[config.mk]
export PLATFORM = sky130hd
export DESIGN_NAME = score_keeper
export DESIGN_NICKNAME = d
export VERILOG_FILES = /design/src/rtl/score_keeper.sv
export SDC_FILE = /design/constraint.sdc
export NUM_CORES = 1
export LEC_CHECK = 0
export CAP_MARGIN = 5
export CORE_MARGIN = 5
export CORE_UTILIZATION = 28
export DETAILED_ROUTE_END_ITERATION = 8
export GPL_TIMING_DRIVEN = 0
export PLACE_DENSITY_LB_ADDON = 0.25
export SETUP_SLACK_MARGIN = 0.3
export SLEW_MARGIN = 25
export SYNTH_ARGS = -nofsm -noshare
export SYNTH_HDL_FRONTEND = slang
export SYNTH_SLANG_ARGS = --single-unit
[constraint.sdc]
create_clock -name clk -period 2.51 [get_ports clk]
set_input_delay 0.3765 -clock clk [delete_from_list [all_inputs] [get_ports clk]]
set_output_delay 0.3765 -clock clk [all_outputs]
set_load 0.005 [all_outputs]
[src/rtl/score_keeper.sv]
// score_keeper: per-player and global high-score tracker.
// Each request walks a fixed five-state sequence (IDLE, CAPTURE, COMPARE,
// COMMIT, RESPOND), so the response latency is always four cycles. The global
// record is also kept as registered BCD digits for the display path.
module score_keeper #(
  parameter  int NUM_PLAYERS = 8,
  parameter  int SCORE_W     = 7,
  parameter  int MAX_SCORE   = 99,
  localparam int ID_W        = $clog2(NUM_PLAYERS)
) (
  input  logic               clk,
  input  logic               rst,
  input  logic               score_req,
  input  logic [SCORE_W-1:0] score,
  input  logic [ID_W-1:0]    player_id,
  input  logic               isGuest,
  input  logic               clear_scores,
  output logic               busy,
  output logic               valid,
  output logic               PersonalBest_in,
  output logic               GlobalWinner_in,
  output logic [SCORE_W-1:0] global_score,
  output logic [ID_W-1:0]    global_id,
  output logic [3:0]         global_tens,
  output logic [3:0]         global_ones
);

  typedef enum logic [2:0] {
    IDLE    = 3'd0,
    CAPTURE = 3'd1,
    COMPARE = 3'd2,
    COMMIT  = 3'd3,
    RESPOND = 3'd4
  } state_t;

  localparam logic [SCORE_W-1:0] SAT_SCORE = SCORE_W'(MAX_SCORE);
  localparam logic [SCORE_W-1:0] ZERO_SCORE = {SCORE_W{1'b0}};
  localparam logic [ID_W-1:0]    ZERO_ID    = {ID_W{1'b0}};

  state_t             state_r;
  logic [SCORE_W-1:0] best_r [NUM_PLAYERS];
  logic [SCORE_W-1:0] score_lat_r;
  logic [SCORE_W-1:0] sat_r;
  logic [SCORE_W-1:0] best_rd_r;
  logic [ID_W-1:0]    id_lat_r;
  logic               guest_r;
  logic               pb_r;
  logic               gw_r;

  // Split a score (at most MAX_SCORE, so two decimal digits) into {tens, ones}.
  function automatic logic [7:0] to_bcd(input logic [SCORE_W-1:0] v);
    logic [3:0] tens;
    logic [3:0] ones;
    tens = 4'(v / SCORE_W'(10));
    ones = 4'(v % SCORE_W'(10));
    return {tens, ones};
  endfunction

  // Request sequencer: owns the score table, the global record and all outputs.
  always_ff @(posedge clk) begin
    if (rst) begin
      state_r         <= IDLE;
      for (int i = 0; i < NUM_PLAYERS; i++) begin
        best_r[i] <= ZERO_SCORE;
      end
      score_lat_r     <= ZERO_SCORE;
      sat_r           <= ZERO_SCORE;
      best_rd_r       <= ZERO_SCORE;
      id_lat_r        <= ZERO_ID;
      guest_r         <= 1'b0;
      pb_r            <= 1'b0;
      gw_r            <= 1'b0;
      busy            <= 1'b0;
      valid           <= 1'b0;
      PersonalBest_in <= 1'b0;
      GlobalWinner_in <= 1'b0;
      global_score    <= ZERO_SCORE;
      global_id       <= ZERO_ID;
      global_tens     <= 4'd0;
      global_ones     <= 4'd0;
    end else begin
      // valid is a single-cycle strobe; only COMMIT raises it.
      valid <= 1'b0;
      case (state_r)
        IDLE: begin
          if (clear_scores) begin
            // Wipe has priority over a simultaneous request; flags are kept.
            for (int i = 0; i < NUM_PLAYERS; i++) begin
              best_r[i] <= ZERO_SCORE;
            end
            global_score <= ZERO_SCORE;
            global_id    <= ZERO_ID;
            global_tens  <= 4'd0;
            global_ones  <= 4'd0;
          end else if (score_req) begin
            score_lat_r <= score;
            id_lat_r    <= player_id;
            guest_r     <= isGuest;
            busy        <= 1'b1;
            state_r     <= CAPTURE;
          end else begin
            state_r <= IDLE;
          end
        end
        CAPTURE: begin
          sat_r     <= (score_lat_r > SAT_SCORE) ? SAT_SCORE : score_lat_r;
          best_rd_r <= best_r[id_lat_r];
          state_r   <= COMPARE;
        end
        COMPARE: begin
          // Strict compares: ties keep the earlier holder, and 0 never wins.
          pb_r    <= !guest_r && (sat_r > best_rd_r);
          gw_r    <= !guest_r && (sat_r > global_score);
          state_r <= COMPARE == state_r ? COMMIT : IDLE;
        end
        COMMIT: begin
          if (pb_r) begin
            best_r[id_lat_r] <= sat_r;
          end
          if (gw_r) begin
            global_score <= sat_r;
            global_id    <= id_lat_r;
            {global_tens, global_ones} <= to_bcd(sat_r);
          end
          valid           <= 1'b1;
          PersonalBest_in <= pb_r;
          GlobalWinner_in <= gw_r;
          state_r         <= RESPOND;
        end
        RESPOND: begin
          busy    <= 1'b0;
          state_r <= IDLE;
        end
        default: begin
          busy    <= 1'b0;
          state_r <= IDLE;
        end
      endcase
    end
  end

endmodule

# ---- Word level (Yosys, flattened, before mapping)
# Memories as Yosys holds them, arrays and structs flattened. A register that Yosys moved wholly into a read port is not among the register bits.
# Index checks and enable logic that the tools add are counted.
dict set report classes {
  addsub 0
  mul 0
  n_div 2
  magnitude_cmp 3
  eq_ne 8
  shift 0
  muxes 41
  bitwise_logic 10
  reduce_logical 10
}
# op n
set op_table {}
lappend op_table {{7-bit 2-to-1 mux} 12}
lappend op_table {{4-bit one-hot mux with 2 select lines} 2}
lappend op_table {{1-bit 2-to-1 mux} 15}
lappend op_table {{7-bit > comparator} 2}
lappend op_table {{7-bit one-hot mux with 2 select lines} 1}
lappend op_table {{3-bit 2-to-1 mux} 4}
lappend op_table {{4-bit 2-to-1 mux} 3}
lappend op_table {{3-bit one-hot mux with 4 select lines} 1}
lappend op_table {{3-bit AND reduction} 3}
lappend op_table {{2-bit != test (second input constant)} 4}
lappend op_table {{1-bit OR} 8}
lappend op_table {{7-bit by 4-bit divider with 7-bit output (second input constant)} 1}
lappend op_table {{7-bit > comparator (second input constant)} 1}
lappend op_table {{7-bit by 4-bit modulo with 7-bit output (second input constant)} 1}
lappend op_table {{7-bit OR reduction} 1}
lappend op_table {{3-bit by 2-bit == test with 1-bit output (second input constant)} 2}
lappend op_table {{3-bit one-hot mux with 2 select lines} 1}
lappend op_table {{2-bit by 3-bit == test with 1-bit output (first input constant)} 1}
lappend op_table {{3-bit by 1-bit == test with 1-bit output (second input constant)} 1}
lappend op_table {{3-bit logical NOT} 1}
lappend op_table {{3-bit OR reduction} 1}
lappend op_table {{1-bit logical AND} 2}
lappend op_table {{2-bit 2-to-1 mux} 1}
lappend op_table {{1-bit NOT} 2}
lappend op_table {{other kinds (3)} 3}
dict set report word_totals {
  ff_bits 45
  latch_bits 0
  ram_bits 56
  romBits 0
  input_bits 15
  wordCells 90
  n_memories 1
}
# name depth width rd rd_clocked_by_memory_dff write_ports line
set mem_list {}
lappend mem_list {best_r 8 7 1 1 8 41} ;# logic [SCORE_W-1:0] best_r [NUM_PLAYERS];

# ---- Longest topological paths before layout
dict set report logic_depth {
  depth_word 6
  mapped_depth 10
}

# ---- Least setup slack after synthesis
# OpenSTA, ideal clock, no wires.
dict set report synth_timing {
  path_kind {register to register}
  from {reg state_r[0]}
  to {mem best_r[5][0] (enable)}
  setup_time_ns 0.381
  arrival_time_ns 1.871
  setup_slack_ns 0.258
  stages_incl_launch_ff 8
  path_buffers 2
  cell_sequence {dfxtp_1 > clkbuf_2 > and2b_1 > nand2_1 > nor2_1 > nand3_1 > clkbuf_1 > o21ai_0}
}
# element line
set synth_lines {}
lappend synth_lines {{start, declared} 40} ;# state_t state_r;
lappend synth_lines {{start signal, assigned} 114} ;# state_r <= COMPARE == state_r ? COMMIT : IDLE;
lappend synth_lines {{end, declared} 41}

# ---- Final worst setup path
dict set report layout_timing {
  from {reg sat_r[3]}
  to {reg global_ones[1]}
}
dict set report layout_between {
  elab_chain_len 3
}
# element line
set layout_rtl {}
lappend layout_rtl {{start, declared} 43} ;# logic [SCORE_W-1:0] sat_r;
lappend layout_rtl {{start signal, assigned} 106} ;# sat_r <= (score_lat_r > SAT_SCORE) ? SAT_SCORE : score_lat_r;
lappend layout_rtl {{7-bit by 4-bit modulo with 7-bit output} 55} ;# ones = 4'(v % SCORE_W'(10));
lappend layout_rtl {{4-bit 2-to-1 mux} 120} ;# if (gw_r) begin
lappend layout_rtl {{4-bit one-hot mux with 2 select lines} 84} ;# case (state_r)
lappend layout_rtl {{end signal, assigned} 123} ;# {global_tens, global_ones} <= to_bcd(sat_r);
lappend layout_rtl {{end, declared} 25} ;# output logic [3:0] global_ones
# No other way between the ends. The select of a mux whose other input is x is not followed.
# A chain may end at the register's enable or synchronous reset.

==> key figures <==
Synth
  • Multiplexer area fraction after synthesis: 10.8%
  • Avg Cell Area, Syn: 11.0 um2
  • Post-synthesis register bit count: 107
  • Synth Area in Simple Gates: 18.5%
  • Area share of fa/ha/maj cells after synthesis: 3.69%
  • Synth warnings: 0
  • Synth Area in Compound Gates: 9.12%
  • Syn_nets: 494
  • Synth Area in XOR/XNOR: 0.516%
  • Netlist cell types: 49
  • Cell area after synthesis: 5090 um2
  • Syn Inst Count: 464
  • Main combinational cell family by area after synthesis: simple AND/OR/NAND/NOR gates
  • Seq/Total Area, Yosys: 53.1%

Floorplan
  • Core Area: 18000 um2
  • I/O pin cnt: 37
  • Die W: 145 um
  • Initial core utilization: 28.3%
  • Num rows: 49
  • Die Span Y: 145 um
  • Die footprint: 21000 um2

Global routing
  • First-pass GRT wire length: 20600 um
  • Largest net degree at the start of global routing: 18
  • GRT overflow: 0
  • Gr usage total: 13.2%
  • Vias in the first global route: 3802
  • Number of antenna violations at the first check in global routing: 0

Routing
  • Wire per inst: 17.3 um
  • Post-detailed-route count of antenna-violating nets: 0
  • DRT iter0 DRCs: 166
  • First-pass DRT Iterations: 4
  • Remaining routing DRC violations: 0
  • Vias: 3609
  • Drt total wl: 13100 um
  • Via density: 4.75

Timing
  • Worst slew pin tran: 0.704 ns
  • RSZ-0062 raised after global routing: yes
  • FMAX: 460 MHz
  • Max-slew violation count: 0
  • Setup violators final: 0
  • Slew margin rel.: 53.1%
  • Fin crit share: 86.7%
  • Final min period: 2.18 ns
  • Setup_tns: 0 ns
  • Hold_ws: 0.461 ns
  • Clock skew: 0.00987 ns
  • Hold Fails Final Rpt: 0

Power
  • Static leakage: 0.00228 uW
  • Maximum VDD drop: 0.307 mV
  • Cell area power density: 605 nW/um2

Status
  • Status: complete, no violations

Layout
  • Area growth, synth to finish: 25.0%
  • Final std cells w/o fill: 760
  • Layout cells sized above 1: 18.3%
  • Inserted Diodes: 0
  • Fin nets: 556

Clock tree
  • Num CTS Buffers: 9
  • H-tree depth: 3
  • Clock Sinks: 107
  • CTS tree: done
  • Skew-Pair Late Insertion Delay: 0.35 ns
  • CTS Root Cell: clkbuf_16
  • Clock-pin slew on the worst setup and hold paths: 0.07 ns
  • Max Buffers Root-to-Sink: 2

Setup path
  • CP Launch Type: register
  • Worst setup path class: reg -> reg
  • Worst path max stage delay: 0.35 ns
  • CP delay by family, top: compound AO/OA/AOI/OAI gates
  • Slowest library cell on the worst path: dfxtp_4
  • CP bufs+invs: 4
  • Worst Path Required: 2.75 ns
  • CP arrival: 2.42 ns
  • CP endpoint kind: register
  • CP cell instances: buf_6 -> and2b_4 -> xnor2_2 -> nor3_2 -> buf_4 -> o41ai_2 -> a21oi_2 -> buf_4 -> buf_6 -> a221o_1
  • CP max FO: 8

Placement
  • Post-DP HPWL: 9410 um
  • I/O Buffers: 35
  • Cell count after placement: 728
  • RD Place Congestion: 0.808

Flow run
  • Max Cap Viol: 0

Hold path
  • Worst hold path type: reg -> reg
[cell type report]
type,count,area (um2)
Buffer,37,189
Clock buffer,12,236
Clock inverter,4,52.6
Fill cell,1762,11600
Inverter,14,52.6
Multi-Input combinational cell,306,2310
Sequential cell,107,2710
Tap cell,229,287
Timing Repair Buffer,51,524
[power by group]
part	internal, uW	switching (uW)
sequential	1940	37.7
combinational	194	261
clock	780	646
total	2910	944
[sequential cells by signal (all words and copies together), names as in the netlist]
signal           flops
GlobalWinner_in      1
PersonalBest_in      1
best_r              56
best_rd_r            7
busy                 1
global_id            3
global_ones          3
global_score         7
global_tens          4
guest_r              1
gw_r                 1
id_lat_r             3
pb_r                 1
sat_r                7
score_lat_r          7
state_r              3
valid                1
[through the flow]
stage | instance area, um2 | utilization (%) | setup WS (ns) | power, uW
global placement | 5730 | 31.9 | -0.416 | 2410
finish | 6370 | 35.4 | 0.334 | 3850
detailed placement | 5730 | 31.9 | -0.189 | 2420
CTS | 6280 | 35.0 | 0.297 | 3900
global route | 6370 | 35.4 | 0.225 | 4020
floorplan | 5090 | - | 0.273 | 2280
[synthesized netlist by cell type (all sizes together)]
| master | number | area (um2) |
|---|---|---|
| a211oi | 9 | 67.6 |
| a21o | 3 | 22.5 |
| a21oi | 21 | 109 |
| a221o | 1 | 10.0 |
| a22oi | 12 | 95.1 |
| a31o | 1 | 8.76 |
| a32oi | 1 | 8.76 |
| and2 | 40 | 250 |
| and2b | 2 | 17.5 |
| and3 | 3 | 18.8 |
| buf | 12 | 68.8 |
| clkbuf | 25 | 95.1 |
| dfxtp | 51 | 1020 |
| edfxtp | 56 | 1680 |
| ha | 15 | 188 |
| inv | 14 | 52.6 |
| mux2 | 2 | 26.3 |
| mux2i | 21 | 210 |
| mux4 | 14 | 315 |
| nand2 | 22 | 82.6 |
| nand2b | 11 | 76.3 |
| nand3 | 9 | 45.0 |
| nand3b | 2 | 15.0 |
| nand4 | 2 | 12.5 |
| nor2 | 53 | 201 |
| nor2b | 10 | 72.6 |
| nor3 | 21 | 105 |
| nor4 | 6 | 37.5 |
| o211ai | 2 | 15.0 |
| o21ai | 15 | 75.1 |
| o22ai | 1 | 6.26 |
| o311ai | 1 | 8.76 |
| o31ai | 1 | 21.3 |
| o41ai | 1 | 16.3 |
| or2b | 1 | 7.51 |
| xnor2 | 3 | 26.3 |
[per-layer routing]
| metal | GRT usage [%] | part of all wire [%] |
|---|---|---|
| met5 | 0 | 0 |
| met1 | 15.4 | 42 |
| met2 | 24.0 | 53 |
| met4 | 2.99 | 0.92 |
| met3 | 3.81 | 4.3 |
[tightest hold or removal path, delay by kind of cell, from the launching register on]
family / cells / cell delay, ns
compound gates: 1 / 0.05
flops: 1 / 0.31
simple gates: 1 / 0.05
[path summary, 6_finish.rpt]
path                          to           start  slack [ns]  cells past startpoint
setup / recovery  global_ones[1]        sat_r[3]        0.33                     10
hold / removal    global_ones[3]  global_ones[3]        0.46                      2
setup reg to reg  global_ones[1]        sat_r[3]        0.33                     10
hold reg to reg   global_ones[3]  global_ones[3]        0.46                      2
[cell usage in the layout, fill, tap and decap left out, types with 11 or more instances in the layout]
cell / Yosys / routed
nor3_1: 21 / 17
and2_1: 40 / 40
a22oi_1: 11 / 11
dfxtp_1: 51 / 47
clkbuf_1: 24 / 20
mux4_2: 14 / 14
buf_4: 3 / 14
inv_1: 14 / 14
nand2_1: 22 / 22
a21oi_1: 20 / 19
clkdlybuf4s50_1: 0 / 35
mux2i_1: 21 / 21
ha_1: 15 / 14
nor2_1: 52 / 48
edfxtp_1: 56 / 56
[logic make-up (layout without fill, tap and decap cells)]
family / after synthesis / count (layout)
fa+ha+maj: 15 / 15
flops: 107 / 107
mux: 37 / 37
xor+xnor: 3 / 3
buf+inv: 51 / 118
compound gates: 69 / 69
simple gates: 182 / 182
[timing repair]
item                                    in CTS  in global routing
endpoints found under the setup margin      69                 94
pin swaps                                    8                  6
endpoints found under the hold margin        0                  0
gates resized for setup                     36                 20
hold buffers                                 0                  0
buffers inserted                            10                  6
No activity file was read; power rests on OpenSTA's default activity.
